File: config.mk
export PLATFORM = sky130hd
export DESIGN_NAME = seg7_scan_driver_flat
export DESIGN_NICKNAME = d
export VERILOG_FILES = /design/src/rtl/seg7_scan_driver_if.sv /design/src/rtl/seg7_scan_driver.sv /design/src/flat_wrapper.sv
export SDC_FILE = /design/constraint.sdc
export NUM_CORES = 1
export LEC_CHECK = 0
export BUFFER_PORTS_ARGS = -buffer_cell sky130_fd_sc_hd__buf_2
export CORE_MARGIN = 1.5
export CORE_UTILIZATION = 52
export DETAILED_ROUTE_END_ITERATION = 6
export HOLD_SLACK_MARGIN = 0.1
export PLACE_DENSITY = 0.73
export SYNTH_ARGS = -nofsm -noshare
export SYNTH_HDL_FRONTEND = slang
export SYNTH_SLANG_ARGS = --single-unit
File: constraint.sdc
create_clock -name clk -period 2.4 [get_ports clk]
set_input_delay 0.48 -clock clk [delete_from_list [all_inputs] [get_ports clk]]
set_output_delay 0.48 -clock clk [all_outputs]
set_load 0.02 [all_outputs]
File: src/rtl/seg7_scan_driver_if.sv
// Bundle of the value/strobe inputs and scanned display outputs of seg7_scan_driver.
interface seg7_scan_driver_if #(
    parameter int unsigned DIGITS = 4
);
    logic [4*DIGITS-1:0] value;
    logic                load;
    logic [DIGITS-1:0]   blank;
    logic [6:0]          segments;
    logic [DIGITS-1:0]   digit_en;
    logic                pending;
    logic                frame;

    modport master (
        output value, load, blank,
        input  segments, digit_en, pending, frame
    );

    modport slave (
        input  value, load, blank,
        output segments, digit_en, pending, frame
    );
endinterface

File: src/rtl/seg7_scan_driver.sv
// Time-multiplexed multi-digit 7-segment driver with frame-aligned value commit.
// Optional leading-zero blanking is enabled by defining SEG7_LZB_EN.
module seg7_scan_driver #(
    parameter int unsigned DIGITS   = 4,
    parameter int unsigned PRESCALE = 1024
) (
    input  logic              clk,
    input  logic              reset,
    seg7_scan_driver_if.slave bus
);
    localparam int unsigned IDX_W  = (DIGITS > 1) ? $clog2(DIGITS) : 1;
    localparam int unsigned PCNT_W = $clog2(PRESCALE);
    localparam int unsigned VAL_W  = 4 * DIGITS;

    function automatic logic [6:0] glyph(input logic [3:0] n);
        logic [6:0] g;
        case (n)
            4'h0: g = 7'h3F;  4'h1: g = 7'h06;  4'h2: g = 7'h5B;  4'h3: g = 7'h4F;
            4'h4: g = 7'h66;  4'h5: g = 7'h6D;  4'h6: g = 7'h7D;  4'h7: g = 7'h07;
            4'h8: g = 7'h7F;  4'h9: g = 7'h6F;  4'hA: g = 7'h77;  4'hB: g = 7'h7C;
            4'hC: g = 7'h39;  4'hD: g = 7'h5E;  4'hE: g = 7'h79;  default: g = 7'h71;
        endcase
        return g;
    endfunction

    logic [PCNT_W-1:0] pcnt_q,     pcnt_d;
    logic [IDX_W-1:0]  idx_q,      idx_d;
    logic [VAL_W-1:0]  shadow_q,   shadow_d;
    logic [VAL_W-1:0]  disp_q,     disp_d;
    logic              pending_q,  pending_d;
    logic              frame_q,    frame_d;
    logic [DIGITS-1:0] digit_en_q, digit_en_d;
    logic [6:0]        segments_q, segments_d;

    logic              slot_end;
    logic              wrap;
    logic [DIGITS-1:0] lzb;
    logic [3:0]        cur_nib;
    logic              cur_blank;

    // Leading-zero mask: a digit blanks when it and every more-significant nibble is zero.
    always_comb begin
        logic run;
        lzb = '0;
        run = 1'b1;
`ifdef SEG7_LZB_EN
        for (int i = int'(DIGITS) - 1; i >= 1; i--) begin
            run    = run & (disp_q[4*i +: 4] == 4'h0);
            lzb[i] = run;
        end
`else
        run = 1'b0;
        lzb = {DIGITS{run}};
`endif
    end

    always_comb begin
        slot_end  = (pcnt_q == PCNT_W'(PRESCALE - 1));
        wrap      = slot_end && (idx_q == IDX_W'(DIGITS - 1));

        pcnt_d    = slot_end ? '0 : pcnt_q + PCNT_W'(1);
        idx_d     = idx_q;
        if (slot_end) idx_d = wrap ? '0 : idx_q + IDX_W'(1);

        // A load on the boundary still lets the previous shadow commit first.
        shadow_d  = bus.load ? bus.value : shadow_q;
        disp_d    = (wrap && pending_q) ? shadow_q : disp_q;
        pending_d = bus.load | (pending_q & ~wrap);
        frame_d   = wrap;

        cur_nib   = 4'h0;
        cur_blank = 1'b0;
        for (int i = 0; i < int'(DIGITS); i++) begin
            if (idx_q == IDX_W'(i)) begin
                cur_nib   = disp_q[4*i +: 4];
                cur_blank = bus.blank[i] | lzb[i];
            end
        end

        // First cycle of every slot is dark to avoid ghosting between digits.
        digit_en_d = (pcnt_q == '0) ? '0 : (DIGITS'(1) << idx_q);
        segments_d = cur_blank ? 7'h00 : glyph(cur_nib);
    end

    always_ff @(posedge clk or posedge reset) begin
        if (reset) begin
            pcnt_q     <= '0;
            idx_q      <= '0;
            shadow_q   <= '0;
            disp_q     <= '0;
            pending_q  <= 1'b0;
            frame_q    <= 1'b0;
            digit_en_q <= '0;
            segments_q <= '0;
        end else begin
            pcnt_q     <= pcnt_d;
            idx_q      <= idx_d;
            shadow_q   <= shadow_d;
            disp_q     <= disp_d;
            pending_q  <= pending_d;
            frame_q    <= frame_d;
            digit_en_q <= digit_en_d;
            segments_q <= segments_d;
        end
    end

    assign bus.segments = segments_q;
    assign bus.digit_en = digit_en_q;
    assign bus.pending  = pending_q;
    assign bus.frame    = frame_q;
endmodule

File: src/flat_wrapper.sv
// flat-port wrapper written by rule: the top's interface ports become plain ports
module seg7_scan_driver_flat 
#(
    parameter int unsigned DIGITS   = 4,
    parameter int unsigned PRESCALE = 1024
)
  (clk, reset, bus_value, bus_load, bus_blank, bus_segments, bus_digit_en, bus_pending, bus_frame);
  seg7_scan_driver_if #(.DIGITS(DIGITS)) bus_i ();
  input  logic clk;
  input  logic reset;
  input wire logic [$bits(bus_i.value)-1:0] bus_value;
  input wire logic [$bits(bus_i.load)-1:0] bus_load;
  input wire logic [$bits(bus_i.blank)-1:0] bus_blank;
  output wire logic [$bits(bus_i.segments)-1:0] bus_segments;
  output wire logic [$bits(bus_i.digit_en)-1:0] bus_digit_en;
  output wire logic [$bits(bus_i.pending)-1:0] bus_pending;
  output wire logic [$bits(bus_i.frame)-1:0] bus_frame;
  assign bus_i.value = bus_value;
  assign bus_i.load = bus_load;
  assign bus_i.blank = bus_blank;
  assign bus_segments = bus_i.segments;
  assign bus_digit_en = bus_i.digit_en;
  assign bus_pending = bus_i.pending;
  assign bus_frame = bus_i.frame;
  seg7_scan_driver #(.DIGITS(DIGITS), .PRESCALE(PRESCALE)) u_core (.clk(clk), .reset(reset), .bus(bus_i));
endmodule
==> impl_metrics.json, run 1 <==
{
  "setup_tns_ps": 0,
  "syn_nets": 242,
  "avgSynthCellArea_um2": 12.9,
  "yosysTopAreaCellShare": 0.533,
  "synth.area.top_cells": "dfrtp_1 53%, mux2_2 11%, ha_1 5.6%, mux2_4 5.6%, inv_1 1.5%",
  "gr-total-overflow": 0,
  "synth_top_cell_by_area": "dfrtp_1",
  "ctsHtreeMaxLevel": 3,
  "n_antenna_cell": 0,
  "synth-seq-cells": 57,
  "grt_pass1_vias": 1723,
  "avgViaCountPerCell": 5.17,
  "hold_viol_final": 0,
  "cp_num_buf_inv": 2,
  "worstPathArrival_ps": 2500,
  "io_pins": 36,
  "drt_iter0_drc": 83,
  "period_needed_ps": 2250,
  "max_stage_delay_ps": 460,
  "routed_wl_mm": 4.65,
  "vdd_ir_drop_max_uv": 447,
  "cpLargestDelayFamily": "compound AO/OA/AOI/OAI gates",
  "core_mm2": 0.00485,
  "gp_congestion": 0.875,
  "outcome": "finished clean",
  "drtPass1Iterations": 4,
  "cts-root-buf": "clkbuf_8",
  "port-buffer-count": 35,
  "final_common_cell": "dfrtp_1",
  "worstPathCellList": "inv_1 -> ha_1 -> buf_4 -> nand3b_1 -> a211oi_4 -> mux2_2 -> a221oi_2",
  "final_cell_mix": "57 x dfrtp_1, 35 x buf_2, 25 x mux2_2",
  "synth_edf_count": 0,
  "synth_warnings": 0,
  "end_kind": "register",
  "synthFlopType": "dfrtp_1",
  "setup_viol": 0,
  "ant_nets": 0,
  "nets": 288,
  "critPathMaxFanout": 10,
  "clk_pin_slew_worst_paths_ps": 70,
  "period_share": 0.939,
  "grt_max_degree": 35,
  "drive_gt1_frac": 0.419,
  "worstSetupPathType": "reg -> reg",
  "clock_sinks": 57,
  "cts_buffers": 9,
  "p_per_area_mw_per_mm2": 701,
  "drc": 0,
  "power_w": 0.00227,
  "ys_types": 47,
  "die-height_um": 74.8,
  "cts_tree": "yes",
  "fmax_mhz": 444,
  "antenna_found_initial": 0,
  "slew_headroom": 0.632,
  "finalClockSkew_ps": 9.29,
  "slowest_stage": "a211oi_4",
  "syn-cell-area_mm2": 0.00268,
  "place_hpwl_mm": 3.33,
  "clkLatencyLatePin_ps": 330,
  "seq_area_frac_synth": 0.533,
  "drv_cap": 0,
  "synthArstFlopShare": 1.00,
  "grtUsageTotal": 0.197,
  "start_util": 0.552,
  "hp-class": "in -> async",
  "cp-start-kind": "register",
  "area_growth_pct": 20.7,
  "grt_first_pass_wirelength_mm": 7.98,
  "via_count": 1680,
  "wl_per_cell_um": 14.3,
  "die-area_mm2": 0.00559,
  "die_w_um": 74.8,
  "rows": 25,
  "leakagePower_nw": 1.54,
  "slew_viol_final": 0,
  "cp.required_ps": 2640,
  "worst_pin_slew_ps": 552,
  "cts_buffer_depth": 2,
  "synthCells": 207
}
[state kept, by name (all words and copies together) (netlist names)]
| signal | flops |
|---|---|
| u_core.disp_q | 16 |
| u_core.shadow_q | 16 |
| u_core.pcnt_q | 10 |
| u_core.bus.segments | 7 |
| u_core.bus.digit_en | 4 |
| u_core.idx_q | 2 |
| u_core.bus.frame | 1 |
| u_core.bus.pending | 1 |
[cell usage after synthesis, drive strengths merged, types with 2 or more instances]
master  count
dfrtp      57
nor2b       4
nor3        2
xnor2       4
nor2       10
o21ai       7
buf         4
ha         12
and2        4
nand3       7
a21oi       5
nor3b       3
mux2       35
inv        12
a211oi      2
nand2       6
a221oi      2
o221a       2
or2         2
mux2i       2
nand2b      4
nand3b      2
clkbuf      3
xor2        3
[area by class of cell]
type                    count  area, um2
flip-flops and latches     57       1430
inverters                  12       45.0
clock inverters             6        130
well taps                  67       83.8
fillers                   363       1620
repair buffers             42        240
clock buffers              10        128
multi-input cells         131       1180
[layer usage]
| metal | vias up | wire length (um) | track usage |
|---|---|---|---|
| met5 | - | 0 | 0 |
| met4 | 0 | 113 | 0.109 |
| met3 | 11 | 199 | 0.0616 |
| met2 | 50 | 2130 | 0.290 |
| met1 | 804 | 2210 | 0.260 |
| li1 | 815 | - | - |
[worst paths after layout]
check | startpoint | endpoint | slack [ps] | depth (start not counted)
max | u_core.idx_q[1] | u_core.bus.segments[6] | 150 | 7
min | reset | u_core.bus.segments[4] | 170 | 2
max reg2reg | u_core.idx_q[1] | u_core.bus.segments[6] | 150 | 7
min reg2reg | u_core.pcnt_q[0] | u_core.pcnt_q[0] | 480 | 1
max in group asynchronous | reset | u_core.disp_q[6] | 1660 | 3
min in group clk | bus_value[15] | u_core.shadow_q[15] | 370 | 2
[report_power, final]
group          switching, W   total, W  internal [W]  leakage [nW]
logic             0.0000468  0.0000946     0.0000477         0.693
clock network      0.000373    0.00116      0.000791         0.130
registers         0.0000147    0.00101      0.000993         0.721
total              0.000435    0.00227       0.00183          1.54
[timing repair]
item | CTS | global route
buffers inserted | 0 | 0
endpoints found under the setup margin | 1 | 4
pin swaps | 0 | 1
resized for setup | 1 | 5
hold buffers | 0 | 0
[per-stage QoR]
step | setup WS, ps | std cells | instance area, um2 | hold WS [ps] | utilization
final | 146 | 325 | 3230 | 174 | 0.667
after CTS | 65.2 | 325 | 3220 | 189 | 0.663
after global routing | -13.6 | 325 | 3230 | 215 | 0.667
after floorplan | 244 | 207 | 2680 | 451 | -
after global placement | 131 | 309 | 2960 | 475 | 0.610
after detailed placement | 6.68 | 309 | 2960 | 479 | 0.610
[cells by family (layout without fill, tap and decap cells)]
logic type	after synthesis	count (layout)	synth area share
xor+xnor	7	7	0.0229
compound gates	26	26	0.0771
simple gates	49	49	0.109
buf+inv	19	70	0.0336
flops	57	57	0.533
mux	37	37	0.169
fa+ha+maj	12	12	0.0561
Note: power is estimated with default switching activity, not from simulation.
==> run 2: changes to the inputs <==
--- a/config.mk
+++ b/config.mk
@@ -5,12 +5,16 @@
 export SDC_FILE = /design/constraint.sdc
 export NUM_CORES = 1
 export LEC_CHECK = 0
+export ABC_AREA = 1
 export BUFFER_PORTS_ARGS = -buffer_cell sky130_fd_sc_hd__buf_2
+export CELL_PAD_IN_SITES_DETAIL_PLACEMENT = 1
+export CELL_PAD_IN_SITES_GLOBAL_PLACEMENT = 2
 export CORE_MARGIN = 1.5
-export CORE_UTILIZATION = 52
+export CORE_UTILIZATION = 34
 export DETAILED_ROUTE_END_ITERATION = 6
 export HOLD_SLACK_MARGIN = 0.1
-export PLACE_DENSITY = 0.73
+export PLACE_DENSITY_LB_ADDON = 0.1
+export RECOVER_POWER = 25
 export SYNTH_ARGS = -nofsm -noshare
 export SYNTH_HDL_FRONTEND = slang
 export SYNTH_SLANG_ARGS = --single-unit
==> run 2 against run 1 <==
  * Via count grew 28%
  * Critical path type unchanged
  * Register-to-register slack gained 110 ps
  * Highest routed layer unchanged
  * Count of clock-buffer cells in the layout grew 3
  * Critical path depth grew 6
  * Critical endpoint is now u_core.bus.segments[3]
  * Fmax grew 5.0%
  * Wire length grew 29%
  * Non-clock buffer count shrank 4
==> impl_metrics.json, run 2 <==
{
  "rsz0062_at_grt": "no",
  "ctsHtreeMaxLevel": 3,
  "drc": 0,
  "cp_num_buf_inv": 4,
  "placedInstanceArea_mm2": 0.00301,
  "seq_area_frac_synth": 0.527,
  "path_depth": 13,
  "nets": 407,
  "grtUsageTotal": 0.163,
  "setup_viol": 0,
  "die-area_mm2": 0.00851,
  "grt_max_degree": 58,
  "cts_tree": "yes",
  "synthFlopType": "dfrtp_1",
  "gp_congestion": 0.790,
  "drtPass1Iterations": 4,
  "worstPathCellList": "inv_1 -> ha_1 -> inv_1 -> nand3_1 -> nand2_1 -> nand2_1 -> inv_1 -> ha_1 -> inv_1 -> nand2_1 -> nand2_1 -> o21ai_0 -> nor2_1",
  "area_growth_pct": 18.6,
  "period_share": 0.894,
  "worstSetupPathType": "reg -> reg",
  "hold_depth": 3,
  "rows": 32,
  "reg.largest.list": "u_core.disp_q x16, u_core.shadow_q x16, u_core.pcnt_q x10",
  "worstPathArrival_ps": 2360,
  "leakagePower_nw": 1.74,
  "finalClockSkew_ps": 10.8,
  "antenna_found_initial": 0,
  "avgViaCountPerCell": 4.50,
  "cp.required_ps": 2610,
  "worst_pin_slew_ps": 1410,
  "setup_tns_ps": 0,
  "wl_per_cell_um": 12.5,
  "outcome": "finished clean",
  "grt_pass1_vias": 2226,
  "drv_cap": 0,
  "slew_headroom": 0.0578,
  "routed_wl_mm": 5.98,
  "max_stage_delay_ps": 400,
  "yosysTopAreaCellShare": 0.527,
  "ant_nets": 0,
  "final_common_cell": "nand2_1",
  "period_needed_ps": 2150,
  "synth_edf_count": 0,
  "synth_top_cell_by_area": "dfrtp_1",
  "hp-class": "in -> reg",
  "avgSynthCellArea_um2": 8.23,
  "instances_no_fill": 478,
  "p_per_area_mw_per_mm2": 639,
  "drive_gt1_frac": 0.170,
  "gr-total-overflow": 0,
  "ff2ff_path_depth": 13,
  "core_mm2": 0.00773,
  "start_util": 0.351,
  "synthCells": 329,
  "cts_buffer_depth": 2,
  "drt_iter0_drc": 44,
  "syn-cell-area_mm2": 0.00271,
  "slowest_stage": "dfrtp_1",
  "syn_nets": 364,
  "cpLargestDelayFamily": "adder cells",
  "ys_types": 22,
  "clkLatencyLatePin_ps": 330,
  "die_w_um": 92.3,
  "place_hpwl_mm": 4.37,
  "yosysMostFrequentCell": "nand2_1",
  "clk_pin_slew_worst_paths_ps": 60,
  "cts_buffers": 9,
  "grt_first_pass_wirelength_mm": 10.7,
  "critPathMaxFanout": 6,
  "finalInstanceArea_mm2": 0.00321,
  "hold_viol_final": 0,
  "ctsHoldBuffers": 0,
  "vdd_ir_drop_max_uv": 238,
  "clock_sinks": 57,
  "via_count": 2151,
  "fmax_mhz": 466,
  "synthArstFlopShare": 1.00,
  "io_pins": 36,
  "cp-start-kind": "register",
  "end_kind": "register",
  "final_cell_mix": "146 x nand2_1, 57 x dfrtp_1, 35 x buf_2",
  "slew_viol_final": 0,
  "n_antenna_cell": 0,
  "cts-root-buf": "clkbuf_8",
  "synth.area.top_cells": "dfrtp_1 53%, nand2_1 20%, ha_1 5.5%, nor2_1 3.9%, inv_1 3.7%",
  "power_w": 0.00205,
  "die-height_um": 92.3,
  "fill_cells": 972,
  "whs_ps": 347,
  "synth-seq-cells": 57,
  "port-buffer-count": 35,
  "synth_warnings": 0,
  "ys_top_cells_by_count": "146 x nand2_1, 57 x dfrtp_1, 28 x nor2_1, 27 x inv_1",
  "dp.cells": 463
}
run 2: cell count changes in the layout (fill, tap and decap cells not counted), moves of 8 or more:
cell,before,now
inv_1,10,27
nand2_1,6,146
mux2_2,25,0
a21oi_1,5,13
mux2_4,10,0
nor2_1,8,28
run 2: repair_timing:
action                     4_1_cts  5_1_grt
gates resized for setup          0        2
setup endpoints to repair        0        7
buffers inserted                 0        0
run 2: final cells by class:
| cell class | count | area, um2 | area share |
|---|---|---|---|
| well taps | 102 | 128 | 0.0397 |
| clock inverters | 2 | 35.0 | 0.0109 |
| inverters | 28 | 105 | 0.0327 |
| multi-input cells | 238 | 1140 | 0.356 |
| flip-flops and latches | 57 | 1430 | 0.444 |
| repair buffers | 38 | 195 | 0.0608 |
| clock buffers | 13 | 179 | 0.0557 |
run 2: cell families (layout without fill, tap and decap cells):
group | Yosys count | count (layout) | synth area share
simple gates | 196 | 196 | 0.305
compound gates | 28 | 28 | 0.0536
flops | 57 | 57 | 0.527
buf+inv | 34 | 81 | 0.0527
xor+xnor | 2 | 2 | 0.00647
fa+ha+maj | 12 | 12 | 0.0554
run 2: where the power goes:
part / internal [W] / leakage (nW) / switching (W)
Sequential: 0.000990 / 0.729 / 0.0000134
Clock: 0.000586 / 0.112 / 0.000375
Combinational: 0.0000310 / 0.896 / 0.0000578
Total: 0.00161 / 1.74 / 0.000446
run 2: worst paths after layout:
check                      slack (ps)                      to                from
setup reg to reg                  250  u_core.bus.segments[3]     u_core.idx_q[0]
max in group asynchronous         920  u_core.bus.segments[1]               reset
setup / recovery                  250  u_core.bus.segments[3]     u_core.idx_q[0]
min in group asynchronous         630      u_core.shadow_q[1]               reset
hold reg to reg                   470      u_core.shadow_q[9]  u_core.shadow_q[9]
hold / removal                    350      u_core.shadow_q[3]        bus_value[3]
run 2: metal layers:
metal	vias to the layer above	track usage	wire length (um)
li1	1109	-	-
met1	995	0.203	2960
met2	39	0.269	2710
met3	8	0.0439	228
met4	0	0.0654	90
met5	-	0	0
run 2: worst reg2reg max path: stages, from the launching register on:
cell and delay (ps):
dfrtp_1 400, inv_1 130, ha_1 270, inv_1 140
nand3_1 100, nand2_1 60, nand2_1 160, inv_1 130
ha_1 290, inv_1 30, nand2_1 50, nand2_1 70
o21ai_0 160, nor2_1 50
run 2: metrics by stage:
stage / util / setup slack [ps]
3_5_place_dp: 0.389 / 138
5_1_grt: 0.416 / 10.8
3_3_place_gp: 0.389 / 198
4_1_cts: 0.417 / 109
2_1_floorplan: - / 423
6_report: 0.416 / 253
==> run 3: changes to the inputs <==
--- a/config.mk
+++ b/config.mk
@@ -5,12 +5,11 @@
 export SDC_FILE = /design/constraint.sdc
 export NUM_CORES = 1
 export LEC_CHECK = 0
-export ABC_AREA = 1
 export BUFFER_PORTS_ARGS = -buffer_cell sky130_fd_sc_hd__buf_2
 export CELL_PAD_IN_SITES_DETAIL_PLACEMENT = 1
 export CELL_PAD_IN_SITES_GLOBAL_PLACEMENT = 2
 export CORE_MARGIN = 1.5
-export CORE_UTILIZATION = 34
+export CORE_UTILIZATION = 39
 export DETAILED_ROUTE_END_ITERATION = 6
 export HOLD_SLACK_MARGIN = 0.1
 export PLACE_DENSITY_LB_ADDON = 0.1
==> run 3 against run 2 <==
  * Sequential power hardly changed
  * Clock power is 1% lower
  * Worst setup slack worse by 140 ps
  * Die area is 13% lower
  * Sequential cell count stayed put
  * Via count is 19% lower
  * Final cell count is 28% lower
  * Hold slack worse by 68 ps
  * Register-to-register slack worse by 140 ps
==> impl_metrics.json, run 3 (synthesized netlist as in run 1, its figures left out) <==
{
  "fmax_mhz": 438,
  "rsz0062_at_grt": "no",
  "area_growth_pct": 21.0,
  "vdd_ir_drop_max_uv": 395,
  "leakagePower_nw": 1.56,
  "core_mm2": 0.00672,
  "grt_pass1_vias": 1941,
  "utilization": 0.482,
  "rows": 30,
  "critPathMaxFanout": 6,
  "die_w_um": 85.9,
  "n_antenna_cell": 0,
  "seq_area_mm2": 0.00143,
  "cts_tree": "yes",
  "ctsHoldBuffers": 0,
  "ctsHtreeMaxLevel": 3,
  "switching_share": 0.209,
  "cp.required_ps": 2640,
  "routed_wl_mm": 5.68,
  "via_count": 1746,
  "place_hpwl_mm": 4.21,
  "port-buffer-count": 35,
  "slew_headroom": 0.312,
  "reg.largest.list": "u_core.disp_q x16, u_core.shadow_q x16, u_core.pcnt_q x10",
  "die-area_mm2": 0.00737,
  "drive_gt1_frac": 0.424,
  "drt_iter0_drc": 79,
  "clock_sinks": 57,
  "grt_max_degree": 21,
  "avgViaCountPerCell": 5.11,
  "ant_nets": 0,
  "clkLatencyLatePin_ps": 340,
  "p_int_w": 0.00162,
  "slowest_stage": "dfrtp_1",
  "end_kind": "register",
  "antenna_found_initial": 0,
  "grtUsageTotal": 0.173,
  "final_cell_mix": "57 x dfrtp_1, 35 x buf_2, 25 x mux2_2",
  "clk_pin_slew_worst_paths_ps": 60,
  "final_common_cell": "dfrtp_1",
  "worstPathCellList": "ha_1 -> or2_1 -> a221oi_2 -> nor2_2 -> buf_4 -> ha_1 -> mux2_2 -> a221oi_2",
  "instances_no_fill": 342,
  "cts-root-buf": "clkbuf_8",
  "drc": 0,
  "setup_tns_ps": 0,
  "finalClockSkew_ps": 11.1,
  "cts_buffer_depth": 2,
  "cp-start-kind": "register",
  "comb_power_share": 0.046,
  "p_per_area_mw_per_mm2": 634,
  "setup_viol": 0,
  "wl_per_cell_um": 16.6,
  "period_share": 0.952,
  "p_sw_w": 0.000428,
  "die-height_um": 85.9,
  "fill_cells": 713,
  "period_needed_ps": 2280,
  "p_seq_frac": 0.492,
  "cpLargestDelayFamily": "adder cells",
  "drv_cap": 0,
  "worstPathArrival_ps": 2520,
  "dp.cells": 323,
  "cts_buffers": 9,
  "outcome": "finished clean",
  "cp_num_buf_inv": 1,
  "hp-class": "in -> async",
  "drtPass1Iterations": 4,
  "gr-total-overflow": 0,
  "grt_first_pass_wirelength_mm": 9.58,
  "worst_pin_slew_ps": 1030,
  "nets": 293,
  "slew_viol_final": 0,
  "p_clk_frac": 0.462,
  "multiInputGateArea_mm2": 0.00118,
  "io_pins": 36,
  "start_util": 0.399,
  "hold_viol_final": 0,
  "max_stage_delay_ps": 410,
  "worstSetupPathType": "reg -> reg",
  "gp_congestion": 0.779
}
[run 3: through the flow]
stage	setup slack [ps]	power, W	hold slack [ps]	area, um2
floorplan	244	0.00108	451	2680
finish	116	0.00205	279	3240
global placement	85.8	0.00112	482	2970
global route	2.87	0.00214	340	3240
CTS	38.0	0.00209	138	3200
detailed placement	-138	0.00113	487	2970
[run 3: cell type report]
| cell class | instances | share of cell area |
|---|---|---|
| clock buffers | 13 | 0.0552 |
| clock inverters | 2 | 0.0108 |
| inverters | 12 | 0.0139 |
| multi-input cells | 131 | 0.364 |
| flip-flops and latches | 57 | 0.440 |
| well taps | 80 | 0.0309 |
| repair buffers | 47 | 0.0846 |
[run 3: worst reg2reg max path: cells and delay by family, from the launching register on]
family          cells  cell delay, ps
compound gates      2             430
fa+ha+maj           2             510
buf+inv             1             150
flops               1             410
mux                 1             280
simple gates        2             400
[run 3: what timing repair did]
action | CTS | global route
pin swaps | 1 | 1
resized for setup | 1 | 5
buffers inserted | 2 | 2
setup endpoints to repair | 3 | 5
[run 3: path summary, 6_finish.rpt]
path | from | endpoint | slack (ps) | cells past startpoint
worst max-delay path | u_core.idx_q[0] | u_core.bus.segments[6] | 120 | 8
worst min-delay path | reset | u_core.bus.segments[0] | 280 | 2
worst max register to register | u_core.idx_q[0] | u_core.bus.segments[6] | 120 | 8
worst min register to register | u_core.pcnt_q[0] | u_core.pcnt_q[0] | 500 | 1
max in group asynchronous | reset | u_core.shadow_q[4] | 730 | 3
min in group clk | bus_value[9] | u_core.shadow_q[9] | 380 | 2
[run 3: power groups by stage]
stage	registers, W	logic, W	clock network, W
3_3_place_gp	0.00102	0.0000938	0
5_1_grt	0.00101	0.000107	0.00102
6_report	0.00101	0.0000951	0.000947
3_5_place_dp	0.00103	0.0000987	0
4_1_cts	0.00101	0.0000991	0.000981
2_1_floorplan	0.00103	0.0000540	0
[run 3: metal layers]
layer	vias up	GRT usage	wire length (um)
met5	-	0	0
met4	0	0.0953	140
met3	14	0.0433	170
met2	34	0.278	2870
met1	877	0.212	2500
li1	821	-	-
